File: config.mk
export PLATFORM = sky130hd
export DESIGN_NAME = datapath
export DESIGN_NICKNAME = d
export VERILOG_FILES = /design/src/rtl/datapath.sv
export SDC_FILE = /design/constraint.sdc
export NUM_CORES = 1
export LEC_CHECK = 0
export CAP_MARGIN = 10
export CORE_ASPECT_RATIO = 0.7
export CORE_MARGIN = 3
export CORE_UTILIZATION = 45
export CTS_BUF_LIST = sky130_fd_sc_hd__clkbuf_8 sky130_fd_sc_hd__clkbuf_16
export DETAILED_ROUTE_END_ITERATION = 10
export PLACE_DENSITY_LB_ADDON = 0.15
export RECOVER_POWER = 50
export SYNTH_ARGS = -nofsm -noshare
export SYNTH_HDL_FRONTEND = slang
export SYNTH_SLANG_ARGS = --single-unit
File: constraint.sdc
create_clock -name clock -period 4.22 [get_ports clock]
set_input_delay 0.422 -clock clock [delete_from_list [all_inputs] [get_ports clock]]
set_output_delay 0.422 -clock clock [all_outputs]
set_load 0.05 [all_outputs]
File: src/rtl/datapath.sv
// Single-bus 32-bit CPU datapath: general registers R2-R7, PC, IR, MAR, MDR,
// Y, 64-bit Z (split Hi/Lo), HI and LO, all sharing one combinational bus.
// An external control sequence drives the in/out strobes; an adder ALU
// (bus + 1, or Y + bus with the carry in bit 32) feeds the two halves of Z.
module datapath (
  input  logic        clock,
  input  logic        clear,
  input  logic [31:0] Mdatain,
  input  logic        MDRread,
  input  logic        MDRin,
  input  logic        MARin,
  input  logic        PCin,
  input  logic        IRin,
  input  logic        RYin,
  input  logic        RZinLo,
  input  logic        RZinHi,
  input  logic        LOin,
  input  logic        HIin,
  input  logic        R2in,
  input  logic        R3in,
  input  logic        R4in,
  input  logic        R5in,
  input  logic        R6in,
  input  logic        R7in,
  input  logic        PCout,
  input  logic        MDRout,
  input  logic        MARout,
  input  logic        IRout,
  input  logic        RYout,
  input  logic        RZoutLo,
  input  logic        RZoutHi,
  input  logic        R2out,
  input  logic        R3out,
  input  logic        R4out,
  input  logic        R5out,
  input  logic        R6out,
  input  logic        R7out,
  input  logic        IncPC,
  output logic [31:0] BusMuxOut,
  output logic [31:0] Address
);

  logic [31:0] gpr_q [2:7];
  logic [31:0] gpr_d [2:7];
  logic [31:0] pc_q, pc_d;
  logic [31:0] ir_q, ir_d;
  logic [31:0] mar_q, mar_d;
  logic [31:0] mdr_q, mdr_d;
  logic [31:0] y_q, y_d;
  logic [31:0] hi_q, hi_d;
  logic [31:0] lo_q, lo_d;
  logic [63:0] z_q, z_d;

  logic [7:2]  gprIn;
  logic [63:0] aluResult;

  assign gprIn   = {R7in, R6in, R5in, R4in, R3in, R2in};
  assign Address = mar_q;

  // Bus mux: the first asserted driver in the fixed priority order wins,
  // and an undriven bus reads as zero.
  always_comb begin
    BusMuxOut = '0;
    if      (R2out)   BusMuxOut = gpr_q[2];
    else if (R3out)   BusMuxOut = gpr_q[3];
    else if (R4out)   BusMuxOut = gpr_q[4];
    else if (R5out)   BusMuxOut = gpr_q[5];
    else if (R6out)   BusMuxOut = gpr_q[6];
    else if (R7out)   BusMuxOut = gpr_q[7];
    else if (PCout)   BusMuxOut = pc_q;
    else if (MDRout)  BusMuxOut = mdr_q;
    else if (MARout)  BusMuxOut = mar_q;
    else if (IRout)   BusMuxOut = ir_q;
    else if (RYout)   BusMuxOut = y_q;
    else if (RZoutHi) BusMuxOut = z_q[63:32];
    else if (RZoutLo) BusMuxOut = z_q[31:0];
  end

  // Adder ALU: increment mode for PC stepping, otherwise Y + bus with the
  // carry out landing in bit 32 of the 64-bit result.
  always_comb begin
    if (IncPC) aluResult = {32'b0, BusMuxOut} + 64'd1;
    else       aluResult = {32'b0, y_q} + {32'b0, BusMuxOut};
  end

  // Next-state selection: each register takes the bus (or Mdatain / ALU
  // result) when its load enable is set and otherwise holds its value.
  always_comb begin
    for (int i = 2; i <= 7; i++) begin
      gpr_d[i] = gprIn[i] ? BusMuxOut : gpr_q[i];
    end
    pc_d  = PCin  ? BusMuxOut : pc_q;
    ir_d  = IRin  ? BusMuxOut : ir_q;
    mar_d = MARin ? BusMuxOut : mar_q;
    y_d   = RYin  ? BusMuxOut : y_q;
    hi_d  = HIin  ? BusMuxOut : hi_q;
    lo_d  = LOin  ? BusMuxOut : lo_q;
    mdr_d = mdr_q;
    if (MDRin) mdr_d = MDRread ? Mdatain : BusMuxOut;
    z_d = z_q;
    if (RZinLo) z_d[31:0]  = aluResult[31:0];
    if (RZinHi) z_d[63:32] = aluResult[63:32];
  end

  // Register file update: clear zeroes everything and overrides any load.
  always_ff @(posedge clock) begin
    if (clear) begin
      for (int i = 2; i <= 7; i++) begin
        gpr_q[i] <= '0;
      end
      pc_q  <= '0;
      ir_q  <= '0;
      mar_q <= '0;
      mdr_q <= '0;
      y_q   <= '0;
      hi_q  <= '0;
      lo_q  <= '0;
      z_q   <= '0;
    end else begin
      for (int i = 2; i <= 7; i++) begin
        gpr_q[i] <= gpr_d[i];
      end
      pc_q  <= pc_d;
      ir_q  <= ir_d;
      mar_q <= mar_d;
      mdr_q <= mdr_d;
      y_q   <= y_d;
      hi_q  <= hi_d;
      lo_q  <= lo_d;
      z_q   <= z_d;
    end
  end

endmodule

# --- Word level (Yosys, flattened, before mapping) ---
# Memory sizes are Yosys's and may differ from the RTL's.
# Cells that the tools add are included.
word_totals:
  reg_bits: 224
  ram_bits: 192
  inputBits: 64
  output_inout_bits: 64
  n_memories: 1
op_classes:
  add_sub_neg: 2
  n_mux: 30
  n_bitwise: 6
mem_list:
  columns: ["memory", "words", "width", "read_ports", "rd_ports_with_merged_regs", "write_ports", "line", "text"]
  rows:
  - ["gpr_q", 6, 32, 6, 0, 6, "43", "logic [31:0] gpr_q [2:7];"]
op_table:
  columns: ["cell", "count"]
  rows:
  - ["$mux W32", 26]
  - ["$add A32 B1 Y33 const B", 1]
  - ["$add A32 B32 Y33", 1]
  - ["$mux W33", 1]
  - ["$or A1 B1 Y1", 6]
  - ["$mux W1", 3]

# --- Logic depth before layout (Yosys ltp) ---
# Gate-level depths: netlist (run 1).
depth:
  word_depth: 15
  ltp_mapped: 21
  depth_no_buf: 17

# --- Worst setup path after synthesis (run 1) ---
# OpenSTA, ideal clock, no wires.
synth_timing:
  path_kind: "input port to flip-flop"
  start: "input RYout"
  end: "register z_q[14]"
  setup_time_ns: 0.134
  t_arrival_ns: 4.178
  path_slack_ns: -0.093
  stages: 19
  path_cell_list: "buf_4 > buf_6 > buf_6 > a221oi_2 > o31ai_2 > a221oi_2 > o31ai_2 > a21oi_2 > buf_6 > inv_1 > fa_1 > a211oi_1 > o21a_1 > nor3_2 > o21a_1 > o21ai_1 > nand2b_1 > and3_1 > or4_1"
synth_via:
  elab_chain_len: 13
synth_lines:
  columns: ["item", "line", "text"]
  rows:
  - ["from (decl)", "29", "input logic RYout,"]
  - ["$mux W32 *", "74", "else if (RYout) BusMuxOut = y_q;"]
  - ["$mux W32 *", "73", "else if (IRout) BusMuxOut = ir_q;"]
  - ["$mux W32 *", "72", "else if (MARout) BusMuxOut = mar_q;"]
  - ["$mux W32 *", "71", "else if (MDRout) BusMuxOut = mdr_q;"]
  - ["$mux W32 *", "70", "else if (PCout) BusMuxOut = pc_q;"]
  - ["$mux W32 *", "69", "else if (R7out) BusMuxOut = gpr_q[7];"]
  - ["$mux W32 *", "68", "else if (R6out) BusMuxOut = gpr_q[6];"]
  - ["$mux W32 *", "67", "else if (R5out) BusMuxOut = gpr_q[5];"]
  - ["$mux W32 *", "66", "else if (R4out) BusMuxOut = gpr_q[4];"]
  - ["$mux W32 *", "65", "else if (R3out) BusMuxOut = gpr_q[3];"]
  - ["$mux W32 *", "64", "if (R2out) BusMuxOut = gpr_q[2];"]
  - ["net BusMuxOut[1]", "39", "output logic [31:0] BusMuxOut,"]
  - ["$add A32 B32 Y33 or $add A32 B1 Y33 (tied branches)", "83, 82", null]
  - ["$mux W33 *", "82", "if (IncPC) aluResult = {32'b0, BusMuxOut} + 64'd1;"]
  - ["to (signal assigned)", "130", "z_q <= z_d;"]
  - ["to (decl)", "52", "logic [63:0] z_q, z_d;"]
# The timed path passes the listed nets; every way through them passes the cells marked *.
# A chain may end at the register's enable or synchronous reset.

# --- Final worst setup path (run 1) ---
layout_timing:
  start: "input RZoutHi"
  end: "register z_q[30]"
layout_via:
  elab_chain_len: 14
layout_lines:
  columns: ["item", "line", "text"]
  rows:
  - ["from (decl)", "31", "input logic RZoutHi,"]
  - ["$mux W32 *", "75", "else if (RZoutHi) BusMuxOut = z_q[63:32];"]
  - ["$mux W32 *", "74", null]
  - ["$mux W32 *", "73", null]
  - ["$mux W32 *", "72", null]
  - ["$mux W32 *", "71", null]
  - ["$mux W32 *", "70", null]
  - ["$mux W32 *", "69", null]
  - ["$mux W32 *", "68", null]
  - ["$mux W32 *", "67", null]
  - ["$mux W32 *", "66", null]
  - ["$mux W32 *", "65", null]
  - ["$mux W32 *", "64", null]
  - ["$add A32 B32 Y33 or $add A32 B1 Y33 (tied branches)", "83, 82", null]
  - ["$mux W33 *", "82", null]
# Mark *: on every way between the ends. The rest lies on a longest branch, timed or not.

==> results of run 1 <==
## per-stage QoR
stage / hold slack (ns) / power, mW
final: 0.464 / 9.91
after global routing: 0.465 / 10.3
after global placement: 0.466 / 6.29
after detailed placement: 0.467 / 6.33
after floorplan: 0.446 / 5.55
after CTS: 0.436 / 9.97
## cells by family after synthesis
group	count (synthesis)
flops	385
buf+inv	379
fa+ha+maj	33
compound gates	803
mux	45
simple gates	709
xor+xnor	20
## area by class of cell
type / count / share of cell area
Multi-Input combinational cell: 1610 / 0.461
Sequential cell: 385 / 0.304
Timing Repair Buffer: 382 / 0.134
Clock buffer: 53 / 0.0469
Tap cell: 603 / 0.0297
Inverter: 124 / 0.0192
Clock inverter: 17 / 0.00513
## sequential cells by signal, indices dropped and copies added, names as in the netlist
| signal | flops |
|---|---|
| Address | 32 |
| z_q | 33 |
| gpr_q | 192 |
| mdr_q | 32 |
| ir_q | 32 |
| pc_q | 32 |
| y_q | 32 |
## per-layer routing
layer,track usage,up-vias,wire length (µm),share of wire
met3,0.0305,140,2580,0.039
met2,0.443,447,31000,0.47
met5,0,-,0,0
li1,-,8790,-,-
met4,0.117,0,2890,0.044
met1,0.336,8879,29000,0.44
## path summary, 6_finish.rpt
path / startpoint / to / slack [ns] / cells past startpoint
max reg2reg: z_q[0] / z_q[30] / 0.19 / 19
min reg2reg: mdr_q[28] / mdr_q[28] / 0.48 / 2
min: MDRin / mdr_q[31] / 0.46 / 3
max: RZoutHi / z_q[30] / 0.14 / 21
## cell usage after synthesis (all sizes together) (14+ instances only)
cell type    n  area share
a221oi      47       0.026
a31o        19      0.0080
a21oi      200       0.050
dfxtp      385        0.37
buf         89       0.029
ha          32       0.019
nor2       405       0.073
nand3b      34       0.012
o21ai       57       0.014
xnor2       15      0.0063
clkbuf     166       0.030
o31a        17      0.0072
nor3        39       0.012
inv        124       0.022
a211o       21      0.0088
mux2i       45       0.022
o211a       14      0.0067
nand2b      20      0.0060
nand2       81       0.015
o21a        37       0.013
nor2b       77       0.023
a221o       17      0.0082
o31ai       30       0.016
a211oi     302        0.16
## where the power goes
group	internal (mW)	switching (mW)	leakage [nW]
Combinational	0.898	1.34	5.83
Sequential	3.89	0.164	3.18
Clock	2.05	1.57	0.686
## worst max-delay path, delay by kind of cell
family	cells	cell delay, ns
compound gates	10	2.02
fa+ha+maj	1	0.31
buf+inv	5	0.77
mux	1	0.19
simple gates	4	0.73
## timing repair
item                       CTS  global route
cloned                       0             1
pin swaps                    5            12
gates resized for setup     21            26
setup endpoints to repair   17            16
buffers inserted             1             5
hold buffers                 0             0
==> run_results.csv, run 1 <==
group,metric,value,unit
synthesis,ys_ff_latch,385,
outcome,status,"finished, final reports clean",
sta,fmax,0.245,GHz
finish,final_cells,3174,
route,routed_wirelength,65500,µm
place,dp_hpwl,46100,µm
sta,rsz0062_at_grt,"true",
route,routed_via_density,5.75,
route,antenna_left,0,
sta,setup_viol,0,
synthesis,synthMuxAreaShare,0.0217,
global_route,antenna_found_initial,0,
sta,setup_tns,0,ns
finish,fillers,4131,
floorplan,initial_utilization,0.458,
place,gp_congestion,0.904,
sta,slew_violations,0,
finish,nets,2641,
finish,final_cell_mix,"nor2_1, dfxtp_1, buf_4",
setup_path,crit_path_max_incr_delay,0.36,ns
finish,multi_input_area,11700,µm²
route,wl_per_cell,20.6,µm
setup_path,path_common_cell,"buf_4",
setup_path,crit_slowest_cell,"a221oi_1",
floorplan,fp.coreArea,45400,µm²
finish,utilization,0.559,
sta,fin_crit_sh,0.968,
setup_path,worstPathRequired,4.62,ns
route,drt-initial-drc-count,1330,
global_route,grt_pass1_vias,17900,
synthesis,yosys.cell_types.count,74,
synthesis,synth_flop_cell,"dfxtp_1",
finish,drive_gt1_frac,0.284,
clock_network,cts_buffers,41,
global_route,grt_max_degree,135,
place,io_buffers,125,
sta,post-route-min-period,4.08,ns
power_and_ir_drop,ir_drop,0.257,mV
synthesis,syn_avg_cell_area,8.76,µm²
power_and_ir_drop,power.leakage,9.70,nW
global_route,grt_pass1_wl,102000,µm
synthesis,syn-cell-area,20800,µm²
setup_path,path_max_fanout,7,
synthesis,synthArstFlopShare,0,
setup_path,path_class,"in2reg",
route,drc,0,
finish,layout_commonest_cell,"nor2_1",
setup_path,worstSetupEndpointType,"flip-flop",
clock_network,cts_sinks,385,
synthesis,synth_fa_ha_area_frac,0.0202,
synthesis,syn_inst,2374,
place,place_area,23800,µm²
sta,hold_viol,0,
route,drt_first_pass_iters,5,
floorplan,dieArea,48900,µm²
power_and_ir_drop,powerDensity,391,nW/µm²
route,vias,18300,
clock_network,cts_tree,"built",
synthesis,synthSimpleGateAreaFrac,0.160,
synthesis,synth-xor-area-share,0.00842,
setup_path,cp.arrival,4.48,ns
finish,syn2layout_area_growth,22.0,%
floorplan,die_w,263,µm
finish,final_area,25400,µm²
global_route,grt.overflow.total,0,
synthesis,synth_nets,2471,
global_route,gr-usage-all-layers,0.260,
clock_network,clkSlewWorstSetupHoldPaths,0.06,ns
floorplan,pin_count,128,
finish,register_area,7710,µm²
clock_network,cts.path.max_buffers,3,
hold_path,min_path_type,"in2reg",
place,pre_cts_slack,-0.823,ns
sta,worstMarginPinSlew,1.11,ns
setup_path,path_cells,"clkbuf_1 -> buf_12 -> buf_4 -> nand3b_1 -> o21ai_1 -> a221o_1 -> a221oi_1 -> a211o_1 -> a31o_1 -> o21a_1 -> inv_2 -> ha_4 -> nand4_1 -> nor3_2 -> nand3_1 -> a41o_1 -> a41oi_2 -> buf_4 -> a31o_2 -> mux2i_1 -> o311ai_1",
synthesis,synth_compound_area_frac,0.338,
sta,setup_ws,0.136,ns
clock_network,cts_max_level,2,
clock_network,cts_root_buffer,"clkbuf_16",
synthesis,ys_seq_area_frac,0.371,
floorplan,fp.dieH,186,µm
sta,maxSlewHeadroom,0.257,
floorplan,core.rowCount,65,
job,cap_violations,0,
clock_network,worstSkewPairLatency,0.56,ns
synthesis,synth_top_family_by_area,"compound AO/OA/AOI/OAI gates",
place,dp.cells,3097,
synthesis,yosys_warnings,0,
sta,worst_clock_skew,0.0162,ns
setup_path,start_kind,"primary input",
finish,antenna_cells,0,
synthesis,synth-edff-count,0,
(Power assumes the default switching activity.)
==> run 2, diff against run 1 <==
Settings changed: CORE_MARGIN 3 to not set.
==> run 2 against run 1 <==
Against the previous run:
- total power barely moved
- non-clock buffer count up 10
- fmax shrank 0.43%
- hold slack got worse by 0.058 ns
- worst setup slack got worse by 0.018 ns
==> run_results.csv, run 2 (synthesis gave the netlist of run 1 again) <==
group,metric,value,unit
outcome,status,"finished, final reports clean",
finish,final_cell_mix,"nor2_1, dfxtp_1, buf_4",
sta,hold_viol,0,
setup_path,path_class,"in2reg",
place,gp_congestion,0.940,
sta,whs,0.406,ns
clock_network,cts_max_level,2,
finish,layout_commonest_cell,"nor2_1",
setup_path,reg2reg_from,"z_q[0]",
hold_path,hold_path_depth,2,
floorplan,pin_count,128,
sta,worst_clock_skew,0.0346,ns
clock_network,cts_tree,"built",
setup_path,worstPathRequired,4.67,ns
hold_path,holdPathEnd,"z_q[15]",
global_route,grt.overflow.total,0,
sta,worstMarginPinSlew,1.08,ns
power_and_ir_drop,ir_drop,0.272,mV
place,pre_cts_slack,-0.893,ns
route,wl_per_cell,20.7,µm
sta,maxSlewHeadroom,0.283,
sta,rsz0062_at_grt,"false",
route,antenna_left,0,
finish,syn2layout_area_growth,19.4,%
floorplan,die_w,259,µm
setup_path,cp.arrival,4.55,ns
floorplan,fp.coreArea,45300,µm²
sta,slew_violations,0,
global_route,gr-usage-all-layers,0.277,
sta,post-route-min-period,4.10,ns
sta,fmax,0.244,GHz
sta,fin_crit_sh,0.972,
finish,nets,2651,
global_route,antenna_found_initial,2,
clock_network,cts.path.max_buffers,3,
clock_network,cts_sinks,385,
clock_network,clkSlewWorstSetupHoldPaths,0.06,ns
job,cap_violations,0,
clock_network,worstSkewPairLatency,0.57,ns
clock_network,cts_buffers,41,
floorplan,dieArea,47100,µm²
power_and_ir_drop,total_power,9.91,mW
finish,fillers,4234,
global_route,grt_max_degree,131,
route,drc,0,
place,io_buffers,125,
hold_path,min_path_type,"in2reg",
floorplan,initial_utilization,0.459,
route,routed_wirelength,65900,µm
sta,setup_viol,0,
setup_path,timing.rr.end,"z_q[14]",
power_and_ir_drop,power.leakage,9.63,nW
setup_path,ff2ff_setup_slack,0.17,ns
hold_path,min_from,"clear",
global_route,grt_pass1_wl,103000,µm
finish,drive_gt1_frac,0.235,
clock_network,cts_root_buffer,"clkbuf_16",
finish,top_regs,"gpr_q x192, z_q x33",
route,drt_first_pass_iters,6,
floorplan,core.rowCount,65,
route,drt-initial-drc-count,1385,
setup_path,worst_r2r_path_depth,18,
route,vias,18500,
global_route,grt_pass1_vias,17900,
clock_network,holdBufCountCts,0,
setup_path,path_max_fanout,9,
place,dp_hpwl,46400,µm
setup_path,worstSetupStartpoint,"RZoutLo",
setup_path,worstSetupEndpointType,"flip-flop",
route,routed_via_density,5.79,
sta,setup_ws,0.119,ns
power_and_ir_drop,powerDensity,399,nW/µm²
floorplan,fp.dieH,182,µm
finish,largest_reg_flops,192,
finish,top_register,"gpr_q",
setup_path,start_kind,"primary input",
==> run 2: cell count changes in the layout (fill, tap and decap cells not counted), sizes merged, moves of 7 or more <==
cell	change
buf	-13
clkbuf	+26
clkdlybuf4s50	-32
clkinv	+8
dlygate4sd3	+32
inv	-7
==> run 2: what timing repair did <==
| item | in CTS | in global routing |
|---|---|---|
| endpoints found under the hold margin | 0 | 0 |
| setup endpoints to repair | 16 | 16 |
| gates cloned | 0 | 1 |
| resized for setup | 17 | 33 |
| pin swaps | 1 | 13 |
| buffers inserted | 0 | 2 |
==> run 2: routing by layer <==
metal | global-route usage | up-vias | part of all wire
li1 | - | 8822 | -
met1 | 0.360 | 8975 | 0.44
met2 | 0.462 | 536 | 0.47
met3 | 0.0322 | 149 | 0.044
met4 | 0.118 | 0 | 0.045
met5 | 0 | - | 0
==> run 2: how the worst max path moves through the flow <==
stage / end / cells past startpoint / slack (ns)
6_report: z_q[29] / 18 / 0.12
5_1_grt: z_q[20] / 21 / 0.007
4_1_cts: z_q[27] / 20 / 0.006
3_5_place_dp: z_q[27] / 21 / -0.89
3_3_place_gp: z_q[27] / 21 / -0.84
2_1_floorplan: z_q[20] / 20 / -0.004
==> run 2: worst max-delay path, cell delays in order <==
cell,delay (ns)
dlygate4sd2_1,0.37
nor3b_1,0.54
buf_12,0.21
a221oi_2,0.06
o31ai_1,0.27
a221oi_1,0.13
o31ai_2,0.27
a21oi_2,0.13
clkinvlp_4,0.12
ha_1,0.26
a211oi_2,0.23
o21ai_1,0.18
a31oi_4,0.27
o21bai_2,0.13
a31oi_2,0.27
a21oi_1,0.13
nor4bb_1,0.15
or3_1,0.38
==> run 2: cell type report <==
cell class	instances	area (µm²)	area share
clock buffers	57	1250	0.0502
well taps	603	754	0.0304
diodes	1	2.50	0.000101
clock inverters	19	145	0.00585
multi-input cells	1610	11100	0.449
inverters	124	488	0.0197
repair buffers	392	3340	0.135
flip-flops and latches	385	7710	0.310
==> run 2: where the power goes <==
part | internal (mW) | leakage (nW) | switching [mW]
Sequential | 3.90 | 3.18 | 0.163
Clock | 2.13 | 0.711 | 1.57
Combinational | 0.853 | 5.74 | 1.30
==> run 2: stage by stage <==
stage	setup TNS [ns]	instances	util	instance area [µm²]
finish	0	3191	0.548	24800
global route	0	3191	0.548	24800
CTS	0	3187	0.559	25300
detailed placement	-13.83	3111	0.527	23900
global placement	-12.87	3111	0.527	23900
floorplan	-0.00436	2374	-	21000
==> run 3, diff against run 2 <==
Settings changed: CORE_MARGIN set to 10, MAX_ROUTING_LAYER set to met4.
==> run 3 against run 2 <==
Against the previous run:
- register-to-register slack about the same
- sequential power about the same
- clock power down 6.5%
- flip-flop and latch count unchanged
- hold slack better by 0.017 ns
- cell area up 0.13%
- critical path depth down 1
- clock-buffer cell count down 11
- global-route usage down 3.7 points
- final cell count about the same
- utilization about the same
- critical path type is now reg2reg
- critical endpoint is now z_q[20]
- largest cell class unchanged
==> run_results.csv, run 3 (synthesis gave the netlist of run 1 again) <==
group,metric,value,unit
outcome,status,"finished, final reports clean",
finish,final_cells,3189,
finish,top_register,"gpr_q",
global_route,antenna_found_initial,0,
setup_path,path_cells,"nor2b_1 -> a221oi_4 -> o31ai_2 -> a221oi_2 -> o31ai_1 -> and2_2 -> ha_2 -> fa_2 -> a211oi_2 -> o21a_1 -> nor3_4 -> o21ai_4 -> buf_6 -> o21bai_4 -> a21boi_2 -> or4b_4 -> o311ai_2",
route,antenna_left,0,
clock_network,worstSkewPairLatency,0.56,ns
floorplan,initial_utilization,0.458,
route,drc,0,
sta,slew_violations,0,
route,routed_wirelength,67100,µm
finish,largest_reg_flops,192,
sta,worstMarginPinSlew,1.43,ns
floorplan,fp.coreArea,45400,µm²
power_and_ir_drop,total_power,9.70,mW
finish,top_regs,"gpr_q x192, z_q x33",
floorplan,fp.dieH,200,µm
setup_path,worstSetupEndpointType,"flip-flop",
power_and_ir_drop,powerDensity,390,nW/µm²
finish,final_area,24900,µm²
clock_network,cts_max_level,2,
finish,fillers,4240,
global_route,grt_pass1_wl,105000,µm
sta,post-route-min-period,4.05,ns
power_and_ir_drop,power.leakage,9.62,nW
finish,nets,2657,
floorplan,dieArea,55400,µm²
finish,antenna_cells,0,
global_route,gr-usage-all-layers,0.240,
sta,fin_crit_sh,0.959,
sta,setup_ws,0.171,ns
route,wl_per_cell,21.0,µm
sta,fmax,0.247,GHz
clock_network,cts.path.max_buffers,3,
power_and_ir_drop,ir_drop,0.292,mV
route,routed_via_density,5.72,
place,gp_congestion,0.975,
sta,hold_viol,0,
global_route,grt.overflow.total,0,
sta,maxSlewHeadroom,0.0463,
setup_path,start_kind,"flip-flop",
global_route,grt_pass1_vias,18200,
clock_network,cts_tree,"built",
clock_network,cts_sinks,385,
route,vias,18200,
place,dp_hpwl,47100,µm
setup_path,path_buf_inv,1,
clock_network,clkSlewWorstSetupHoldPaths,0.07,ns
floorplan,core.rowCount,65,
sta,setup_viol,0,
setup_path,crit_family,"compound AO/OA/AOI/OAI gates",
job,cap_violations,0,
setup_path,worstPathRequired,4.67,ns
finish,final_cell_mix,"nor2_1, dfxtp_1, buf_4",
clock_network,cts_root_buffer,"clkbuf_16",
clock_network,cts_buffers,40,
setup_path,path_class,"reg2reg",
setup_path,crit_slowest_cell,"or4b_4",
place,dp.cells,3114,
setup_path,path_max_fanout,4,
floorplan,die_w,277,µm
place,place_area,23900,µm²
route,drt_first_pass_iters,5,
setup_path,cp.arrival,4.50,ns
place,pre_cts_slack,-1.07,ns
place,io_buffers,125,
finish,drive_gt1_frac,0.235,
setup_path,crit_path_max_incr_delay,0.53,ns
floorplan,pin_count,128,
route,drt-initial-drc-count,1313,
sta,rsz0062_at_grt,"false",
hold_path,min_path_type,"in2reg",
finish,layout_commonest_cell,"nor2_1",
sta,worst_clock_skew,0.0172,ns
finish,syn2layout_area_growth,19.5,%
global_route,grt_max_degree,144,
run 3: cell count changes in the layout (fill, tap and decap cells not counted), sizes merged:
| cell | delta |
|---|---|
| clkbuf | -10 |
| clkdlybuf4s50 | +10 |
| dlygate4sd3 | -10 |
| buf | +7 |
| inv | +5 |
| clkinv | -2 |
| diode | -1 |
| dlygate4sd2 | -1 |
run 3: area by class of cell:
| cell class | count | area, µm² | share of cell area |
|---|---|---|---|
| multi-input combinational | 1610 | 11200 | 0.451 |
| clock buffer | 46 | 1080 | 0.0436 |
| tap | 603 | 754 | 0.0304 |
| sequential | 385 | 7710 | 0.310 |
| clock inverter | 22 | 163 | 0.00654 |
| inverter | 124 | 488 | 0.0196 |
| timing repair buffer | 399 | 3440 | 0.138 |
run 3: final timing paths:
path,from,to,slack [ns],cells past startpoint
min reg2reg,gpr_q[0][104],gpr_q[0][104],0.48,2
max reg2reg,z_q[0],z_q[20],0.17,17
min,clear,z_q[18],0.42,2
max,z_q[0],z_q[20],0.17,17
run 3: timing repair:
| item | CTS | global route |
|---|---|---|
| setup buffers | 1 | 6 |
| cloned | 0 | 1 |
| setup endpoints to repair | 22 | 14 |
| gates resized for setup | 22 | 40 |
| hold buffers | 0 | 0 |
| pin swaps | 6 | 31 |
run 3: metal layers:
layer  vias to the layer above  track usage  routed length, µm
met5                         -            -                  0
met4                         0       0.0809               2150
met3                       116       0.0301               2730
met2                       405        0.404              32100
met1                      8895        0.296              30100
li1                       8815            -                  -
run 3: worst reg2reg max path: cells and delay by family (launching register included):
family	cells	cell delay (ns)
AND/OR/NAND/NOR	4	1.36
buffers and inverters	1	0.15
flip-flops	1	0.34
AO/OA/AOI/OAI	10	1.61
adder cells (fa/ha/maj)	2	0.48
run 3: power by group:
group	switching, mW	internal (mW)
Combinational	1.31	0.871
Sequential	0.166	3.89
Clock	1.55	1.90
Total	3.03	6.67
run 3: stage by stage:
stage,util,hold WS [ns],setup TNS [ns]
6_report,0.548,0.423,0
5_1_grt,0.548,0.475,0
4_1_cts,0.557,0.435,0
3_5_place_dp,0.527,0.473,-20.48
3_3_place_gp,0.527,0.466,-20.45
2_1_floorplan,-,0.446,-0.00436
